$ cat src/rtl/o9_ctrl_pkg.sv
// Shared types for the O9 multicycle control unit: opcodes, FSM states,
// datapath select encodings and the per-state control word.
package o9_ctrl_pkg;

    localparam logic [5:0] OP_R    = 6'b000000;
    localparam logic [5:0] OP_LW   = 6'b100011;
    localparam logic [5:0] OP_SW   = 6'b101011;
    localparam logic [5:0] OP_BEQ  = 6'b000100;
    localparam logic [5:0] OP_ADDI = 6'b001000;
    localparam logic [5:0] OP_J    = 6'b000010;

    typedef enum logic [3:0] {
        S_FETCH      = 4'd0,
        S_FETCH_WAIT = 4'd1,
        S_DECODE     = 4'd2,
        S_LW_ADDR    = 4'd3,
        S_LW_WB      = 4'd4,
        S_SW         = 4'd5,
        S_R_EXEC     = 4'd6,
        S_R_WB       = 4'd7,
        S_I_EXEC     = 4'd8,
        S_I_WB       = 4'd9,
        S_BRANCH     = 4'd10,
        S_JUMP       = 4'd11,
        S_TRAP       = 4'd12
    } state_e;

    typedef enum logic [1:0] {
        ALU_ADD   = 2'b00,
        ALU_SUB   = 2'b01,
        ALU_FUNCT = 2'b10,
        ALU_RSVD  = 2'b11
    } alu_op_e;

    typedef enum logic [1:0] {
        PC_ALU    = 2'b00,
        PC_ALUOUT = 2'b01,
        PC_JUMP   = 2'b10
    } pc_src_e;

    typedef enum logic [1:0] {
        SRCB_B       = 2'b00,
        SRCB_ONE     = 2'b01,
        SRCB_IMM     = 2'b10,
        SRCB_IMM_SH2 = 2'b11
    } src_b_e;

    typedef struct packed {
        logic    pc_write_cond;
        logic    pc_write;
        logic    iord;
        logic    mem_read;
        logic    mem_write;
        logic    mem_to_reg;
        logic    ir_write;
        pc_src_e pc_source;
        alu_op_e alu_op;
        src_b_e  alu_src_b;
        logic    alu_src_a;
        logic    reg_write;
        logic    reg_dst;
    } ctrl_t;

endpackage

$ cat src/rtl/multicycle_control_if.sv
// Control bus between the multicycle controller and the O9 datapath.
interface multicycle_control_if;

    logic [5:0] opCode;
    logic       PCWriteCond;
    logic       PCWrite;
    logic       IorD;
    logic       MemRead;
    logic       MemWrite;
    logic       MemtoReg;
    logic       IRWrite;
    logic [1:0] PCSource;
    logic [1:0] ALUOp;
    logic [1:0] ALUSrcB;
    logic       ALUSrcA;
    logic       RegWrite;
    logic       RegDst;

    modport master (
        input  opCode,
        output PCWriteCond, PCWrite, IorD, MemRead, MemWrite, MemtoReg,
        output IRWrite, PCSource, ALUOp, ALUSrcB, ALUSrcA, RegWrite, RegDst
    );

    modport slave (
        output opCode,
        input  PCWriteCond, PCWrite, IorD, MemRead, MemWrite, MemtoReg,
        input  IRWrite, PCSource, ALUOp, ALUSrcB, ALUSrcA, RegWrite, RegDst
    );

endinterface

$ cat src/rtl/multicycle_ctrl_decode.sv
// Moore output decode: current FSM state to datapath control word.
module multicycle_ctrl_decode
    import o9_ctrl_pkg::*;
(
    input  state_e state,
    output ctrl_t  ctrl
);

    always_comb begin
        ctrl = '0;
        case (state)
            S_FETCH: begin
                ctrl.mem_read = 1'b1;
            end
            S_FETCH_WAIT: begin
                ctrl.mem_read  = 1'b1;
                ctrl.ir_write  = 1'b1;
                ctrl.alu_src_b = SRCB_ONE;
                ctrl.pc_write  = 1'b1;
            end
            S_DECODE: begin
                ctrl.alu_src_b = SRCB_IMM;
            end
            S_LW_ADDR, S_LW_WB: begin
                ctrl.alu_src_a  = 1'b1;
                ctrl.alu_src_b  = SRCB_IMM;
                ctrl.iord       = 1'b1;
                ctrl.mem_read   = 1'b1;
                ctrl.mem_to_reg = (state == S_LW_WB);
                ctrl.reg_write  = (state == S_LW_WB);
            end
            S_SW: begin
                ctrl.alu_src_a = 1'b1;
                ctrl.alu_src_b = SRCB_IMM;
                ctrl.iord      = 1'b1;
                ctrl.mem_write = 1'b1;
            end
            S_R_EXEC, S_R_WB: begin
                ctrl.alu_src_a = 1'b1;
                ctrl.alu_op    = ALU_FUNCT;
                ctrl.reg_dst   = (state == S_R_WB);
                ctrl.reg_write = (state == S_R_WB);
            end
            S_I_EXEC, S_I_WB: begin
                ctrl.alu_src_a = 1'b1;
                ctrl.alu_src_b = SRCB_IMM;
                ctrl.reg_write = (state == S_I_WB);
            end
            S_BRANCH: begin
                ctrl.alu_src_a     = 1'b1;
                ctrl.alu_op        = ALU_SUB;
                ctrl.pc_source     = PC_ALUOUT;
                ctrl.pc_write_cond = 1'b1;
            end
            S_JUMP: begin
                ctrl.pc_source = PC_JUMP;
                ctrl.pc_write  = 1'b1;
            end
            default: ctrl = '0;
        endcase
    end

endmodule

$ cat src/rtl/multicycle_control.sv
// O9 multicycle control FSM: sequences fetch/decode/execute/memory/write-back,
// flags illegal opcodes and counts retired instructions.
module multicycle_control
    import o9_ctrl_pkg::*;
#(
    parameter bit HALT_ON_ILLEGAL = 1'b1,
    parameter int CNT_W           = 16
) (
    input  logic                 clk,
    input  logic                 reset,
    multicycle_control_if.master bus,
    output logic                 illegal,
    output logic [CNT_W-1:0]     retired,
    output logic [3:0]           state_dbg
);

    localparam logic [CNT_W-1:0] CNT_ONE = {{(CNT_W-1){1'b0}}, 1'b1};

    state_e state;
    state_e state_nx;
    ctrl_t  ctrl;
    logic   retire;

    multicycle_ctrl_decode u_decode (
        .state (state),
        .ctrl  (ctrl)
    );

    always_ff @(posedge clk) begin
        if (reset) begin
            state   <= S_FETCH;
            illegal <= 1'b0;
            retired <= '0;
        end else begin
            state <= state_nx;
            if (state_nx == S_TRAP)
                illegal <= 1'b1;
            if (retire)
                retired <= retired + CNT_ONE;
        end
    end

    always_comb begin
        state_nx = S_FETCH;
        retire   = 1'b0;
        case (state)
            S_FETCH:      state_nx = S_FETCH_WAIT;
            S_FETCH_WAIT: state_nx = S_DECODE;
            S_DECODE: begin
                unique case (1'b1)
                    (bus.opCode == OP_R):    state_nx = S_R_EXEC;
                    (bus.opCode == OP_LW):   state_nx = S_LW_ADDR;
                    (bus.opCode == OP_SW):   state_nx = S_SW;
                    (bus.opCode == OP_BEQ):  state_nx = S_BRANCH;
                    (bus.opCode == OP_ADDI): state_nx = S_I_EXEC;
                    (bus.opCode == OP_J):    state_nx = S_JUMP;
                    default:                 state_nx = S_TRAP;
                endcase
            end
            S_LW_ADDR: state_nx = S_LW_WB;
            S_R_EXEC:  state_nx = S_R_WB;
            S_I_EXEC:  state_nx = S_I_WB;
            S_LW_WB, S_SW, S_R_WB, S_I_WB, S_BRANCH, S_JUMP: begin
                retire = 1'b1;
            end
            S_TRAP: begin
                // A non-halting trap retires the bad opcode as a NOP
                if (HALT_ON_ILLEGAL)
                    state_nx = S_TRAP;
                else
                    retire = 1'b1;
            end
            default: state_nx = S_FETCH;
        endcase
    end

    assign bus.PCWriteCond = ctrl.pc_write_cond & ~reset;
    assign bus.PCWrite     = ctrl.pc_write & ~reset;
    assign bus.IorD        = ctrl.iord;
    assign bus.MemRead     = ctrl.mem_read;
    assign bus.MemWrite    = ctrl.mem_write & ~reset;
    assign bus.MemtoReg    = ctrl.mem_to_reg;
    assign bus.IRWrite     = ctrl.ir_write & ~reset;
    assign bus.PCSource    = ctrl.pc_source;
    assign bus.ALUOp       = ctrl.alu_op;
    assign bus.ALUSrcB     = ctrl.alu_src_b;
    assign bus.ALUSrcA     = ctrl.alu_src_a;
    assign bus.RegWrite    = ctrl.reg_write & ~reset;
    assign bus.RegDst      = ctrl.reg_dst;
    assign state_dbg       = state;

endmodule

$ cat src/flat_wrapper.sv
// flat-port wrapper written by rule: the top's interface ports become plain ports
module multicycle_control_flat import o9_ctrl_pkg::*;
#(
    parameter bit HALT_ON_ILLEGAL = 1'b1,
    parameter int CNT_W           = 16
)
  (clk, reset, illegal, retired, state_dbg, bus_opCode, bus_PCWriteCond, bus_PCWrite, bus_IorD, bus_MemRead, bus_MemWrite, bus_MemtoReg, bus_IRWrite, bus_PCSource, bus_ALUOp, bus_ALUSrcB, bus_ALUSrcA, bus_RegWrite, bus_RegDst);
  multicycle_control_if bus_i ();
  input  logic clk;
  input  logic reset;
  output logic illegal;
  output logic [CNT_W-1:0] retired;
  output logic [3:0] state_dbg;
  input wire logic [$bits(bus_i.opCode)-1:0] bus_opCode;
  output wire logic [$bits(bus_i.PCWriteCond)-1:0] bus_PCWriteCond;
  output wire logic [$bits(bus_i.PCWrite)-1:0] bus_PCWrite;
  output wire logic [$bits(bus_i.IorD)-1:0] bus_IorD;
  output wire logic [$bits(bus_i.MemRead)-1:0] bus_MemRead;
  output wire logic [$bits(bus_i.MemWrite)-1:0] bus_MemWrite;
  output wire logic [$bits(bus_i.MemtoReg)-1:0] bus_MemtoReg;
  output wire logic [$bits(bus_i.IRWrite)-1:0] bus_IRWrite;
  output wire logic [$bits(bus_i.PCSource)-1:0] bus_PCSource;
  output wire logic [$bits(bus_i.ALUOp)-1:0] bus_ALUOp;
  output wire logic [$bits(bus_i.ALUSrcB)-1:0] bus_ALUSrcB;
  output wire logic [$bits(bus_i.ALUSrcA)-1:0] bus_ALUSrcA;
  output wire logic [$bits(bus_i.RegWrite)-1:0] bus_RegWrite;
  output wire logic [$bits(bus_i.RegDst)-1:0] bus_RegDst;
  assign bus_i.opCode = bus_opCode;
  assign bus_PCWriteCond = bus_i.PCWriteCond;
  assign bus_PCWrite = bus_i.PCWrite;
  assign bus_IorD = bus_i.IorD;
  assign bus_MemRead = bus_i.MemRead;
  assign bus_MemWrite = bus_i.MemWrite;
  assign bus_MemtoReg = bus_i.MemtoReg;
  assign bus_IRWrite = bus_i.IRWrite;
  assign bus_PCSource = bus_i.PCSource;
  assign bus_ALUOp = bus_i.ALUOp;
  assign bus_ALUSrcB = bus_i.ALUSrcB;
  assign bus_ALUSrcA = bus_i.ALUSrcA;
  assign bus_RegWrite = bus_i.RegWrite;
  assign bus_RegDst = bus_i.RegDst;
  multicycle_control #(.HALT_ON_ILLEGAL(HALT_ON_ILLEGAL), .CNT_W(CNT_W)) u_core (.clk(clk), .reset(reset), .bus(bus_i), .illegal(illegal), .retired(retired), .state_dbg(state_dbg));
endmodule
$ cat config.mk
export PLATFORM = sky130hd
export DESIGN_NAME = multicycle_control_flat
export DESIGN_NICKNAME = d
export VERILOG_FILES = /design/src/rtl/o9_ctrl_pkg.sv /design/src/rtl/multicycle_control_if.sv /design/src/rtl/multicycle_ctrl_decode.sv /design/src/rtl/multicycle_control.sv /design/src/flat_wrapper.sv
export SDC_FILE = /design/constraint.sdc
export NUM_CORES = 1
export LEC_CHECK = 0
export ABC_CLOCK_PERIOD_IN_PS = 1750
export CORE_ASPECT_RATIO = 1.4
export CORE_MARGIN = 8
export CORE_UTILIZATION = 45
export CTS_BUF_LIST = sky130_fd_sc_hd__clkbuf_2 sky130_fd_sc_hd__clkbuf_4 sky130_fd_sc_hd__clkbuf_8
export CTS_CLUSTER_SIZE = 20
export DETAILED_ROUTE_END_ITERATION = 10
export PLACE_DENSITY = 0.8
export SYNTH_ARGS = -nofsm -noshare
export SYNTH_HDL_FRONTEND = slang
export SYNTH_SLANG_ARGS = --single-unit
$ cat constraint.sdc
create_clock -name clk -period 1.75 [get_ports clk]
set_input_delay 0.35 -clock clk [delete_from_list [all_inputs] [get_ports clk]]
set_output_delay 0.35 -clock clk [all_outputs]
set_load 0.05 [all_outputs]
==> out/results.tsv <==
stage	metric	value	unit
power_and_ir_drop	Internal Power	1.13	mW
timing	Worst-Margin Slew	0.504	ns
yosys	top cell type's share of synthesized area	0.334	
critical_path	R2R setup slack	-0.12	ns
timing	fin crit share	1.11	
floorplanning	die height	78.6	µm
power_and_ir_drop	sw power	0.905	mW
final_layout	Synth-to-Final Area Change	97.8	%
min_path	Hold Path Class	register to register	
detailed_routing	Vias	1823	
clock_tree	CTS tree	done	
yosys	synthesized area per cell	8.07	µm²
final_layout	Final Cell Area	2490	µm²
detailed_routing	Routed WL	7490	µm
yosys	synthesized flop and latch total	21	
yosys	Synth area leader	dfxtp_1	
yosys	Post-synth top cells	nor2_1 (30), dfxtp_1 (21), nand2_1 (11), xor2_1 (9)	
yosys	sequential element share of the synthesized area	0.334	
run	Max Cap Viol	0	
yosys	top cells by area, synth	dfxtp_1 (33%), nor2_1 (8.9%), xor2_1 (6.3%), xnor2_1 (4.2%), nand2_1 (3.3%)	
timing	fin crit period	1.95	ns
power_and_ir_drop	sequential power share	0.279	
clock_tree	clock buffer depth	2	
yosys	syn nets	165	
floorplanning	die width	60.7	µm
timing	Hold Slack	0.595	ns
power_and_ir_drop	Clk pwr share	0.130	
timing	post-route worst setup slack	-0.195	ns
yosys	synthesized instance count	156	
clock_tree	H-tree levels	1	
timing	Max Fclk	514	MHz
grt	GRT Total Usage	0.209	
critical_path	worst r2r src	u_core.state_dbg[1]$_SDFF_PP0_	
detailed_routing	vias per cell	6.63	
grt	first-pass GRT wire length	7890	µm
yosys	synth warn	0	
clock_tree	root buf cell	clkbuf_4	
final_layout	share of cells above drive strength 1	0.556	
floorplanning	row cnt	22	
yosys	Syn Std Cell Area	1260	µm²
yosys	Post-synth top flop	dfxtp_1	
grt	largest net degree at the start of global routing	16	
clock_tree	Worst-Skew Late Latency	0.32	ns
yosys	most numerous cell in the Yosys netlist	nor2_1	
placement	DPL Wire Length	3240	µm
grt	vias in the first global route	1605	
timing	clock skew	0.00264	ns
power_and_ir_drop	Leak	1.06	nW
power_and_ir_drop	Peak VDD IR	897	µV
critical_path	crit path max fanout	6	
timing	# setup viols final	26	
floorplanning	Core Footprint	2640	µm²
clock_tree	Num Clock Sinks	21	
final_layout	ANT cells	0	
detailed_routing	Detail Route Antenna Nets	0	
yosys	number of enable flip-flop cells after synthesis	0	
yosys	post-synthesis cell type count	37	
floorplanning	Die Area	4770	µm²
critical_path	crit path kind	register to primary output	
power_and_ir_drop	Power Density	818	nW/µm²
timing	Final Hold Fails	0	
status	failing checks	setup timing	
timing	max_slew headroom	0.664	
power_and_ir_drop	Switching Fraction	0.445	
placement	I/O Buffers	44	
detailed_routing	DRC viols	0	
clock_tree	hold bufs inserted after CTS	0	
clock_tree	clk slew on worst S/H paths	0.12	ns
clock_tree	CTS Buf Count	3	
timing	Slew Viols, Final	0	
final_layout	final net count	249	
grt	initial antenna violation count	0	
floorplanning	IO Count	45	
placement	placed cell areas	2100	µm²
status	status	complete, but fails checks	
critical_path	CP Capture Type	primary output	
yosys	fraction of registers with async set/reset	0	
critical_path	CP required	1.40	ns
critical_path	critical path launch point type	register	
critical_path	Worst EP arrival	1.60	ns
detailed_routing	DRT iter0 DRCs	181	
final_layout	Layout fillers	67	
critical_path	CP Launch Point	u_core.state_dbg[0]$_SDFF_PP0_	
detailed_routing	first-pass detailed-route iteration total	5	
grt	GRT overflow	0	
power_and_ir_drop	Gate power share	0.591	
min_path	hold_sp	u_core.retired[14]$_SDFFE_PP0P_	
detailed_routing	routed len/inst	27.2	µm
placement	Placer Congestion	0.990	
floorplanning	Initial Util	0.476	
timing	Total Neg Setup Slack	-2.12	ns
timing	RSZ-0062 raised after global routing	true	
-- cell families after synthesis --
logic type	count (synthesis)	share of synthesized area
AND/OR/NAND/NOR	76	0.293
AO/OA/AOI/OAI	27	0.147
flip-flops	21	0.334
XOR/XNOR	16	0.126
buffers and inverters	13	0.0736
multiplexers	2	0.0159
adder cells (fa/ha/maj)	1	0.00994
-- flip-flops by register name, indices dropped and copies added (netlist names) --
register / cells
u_core.retired: 16
u_core.state_dbg: 4
u_core.illegal: 1
-- power groups by stage --
| stage | Clock, mW | Sequential [mW] | Combinational [mW] |
|---|---|---|---|
| final | 0.265 | 0.567 | 1.20 |
| after global routing | 0.271 | 0.569 | 1.24 |
| after CTS | 0.248 | 0.550 | 0.976 |
| after detailed placement | 0 | 0.572 | 0.878 |
| after global placement | 0 | 0.568 | 0.860 |
| after floorplan | 0 | 0.607 | 0.503 |
-- final cells by class --
cell class | count | area (µm²) | share of cell area
multi-input cells | 122 | 996 | 0.400
repair buffers | 88 | 948 | 0.381
flip-flops and latches | 21 | 445 | 0.179
well taps | 36 | 45.0 | 0.0181
clock buffers | 4 | 30.0 | 0.0121
inverters | 3 | 20.0 | 0.00804
repair inverters | 1 | 5.00 | 0.00201
-- timing repair --
| action | 4_1_cts | 5_1_grt |
|---|---|---|
| pin swaps | 7 | 9 |
| endpoints found under the setup margin | 10 | 26 |
| resized for setup | 12 | 30 |
| buffers inserted | 15 | 9 |
| cloned | 1 | 0 |
-- worst paths after layout --
check / to / cells past startpoint
setup / recovery: bus_IorD / 6
hold / removal: u_core.retired[14]$_SDFFE_PP0P_ / 2
setup reg to reg: u_core.retired[3]$_SDFFE_PP0P_ / 6
hold reg to reg: u_core.retired[14]$_SDFFE_PP0P_ / 2
-- per-layer routing --
layer,wire (µm),part of all wire,vias up,global-route usage
met5,0,0,-,0
li1,-,-,720,-
met4,583,0.078,0,0.0773
met3,840,0.11,64,0.0408
met1,2540,0.34,833,0.205
met2,3520,0.47,206,0.401
-- per-stage QoR --
step	util	instances	setup slack (ns)	power, mW
3_5_place_dp	0.795	246	-0.417	1.45
3_3_place_gp	0.795	246	-0.374	1.43
5_1_grt	0.942	275	-0.254	2.07
4_1_cts	0.865	266	-0.0494	1.77
6_report	0.942	275	-0.195	2.04
2_1_floorplan	-	156	-0.166	1.11
-- critical path: stages, from the launching register on --
cell	delay [ns]
dfxtp_4	0.40
clkinvlp_4	0.19
buf_4	0.20
nor2_4	0.12
a21oi_2	0.08
nor2_2	0.13
buf_12	0.15
-- cell usage in the layout, fill, tap and decap left out, drive strengths merged, types with 2 or more instances in the layout --
| master | Yosys | routed |
|---|---|---|
| xnor2 | 6 | 6 |
| a21oi | 8 | 8 |
| clkdlybuf4s50 | 0 | 3 |
| nor4 | 5 | 5 |
| dfxtp | 21 | 21 |
| mux2i | 2 | 2 |
| clkinvlp | 0 | 2 |
| buf | 5 | 80 |
| nor2 | 30 | 30 |
| clkbuf | 5 | 5 |
| nor3 | 8 | 8 |
| dlymetal6s2s | 0 | 4 |
| a2111o | 2 | 2 |
| o21ai | 5 | 5 |
| a21o | 3 | 3 |
| a211oi | 4 | 4 |
| inv | 3 | 2 |
| xor2 | 10 | 10 |
| or3 | 3 | 3 |
| nand4 | 5 | 5 |
| nand2b | 2 | 2 |
| nand2 | 11 | 11 |
| nand3 | 6 | 6 |
Note: power is estimated with default switching activity, not from simulation.
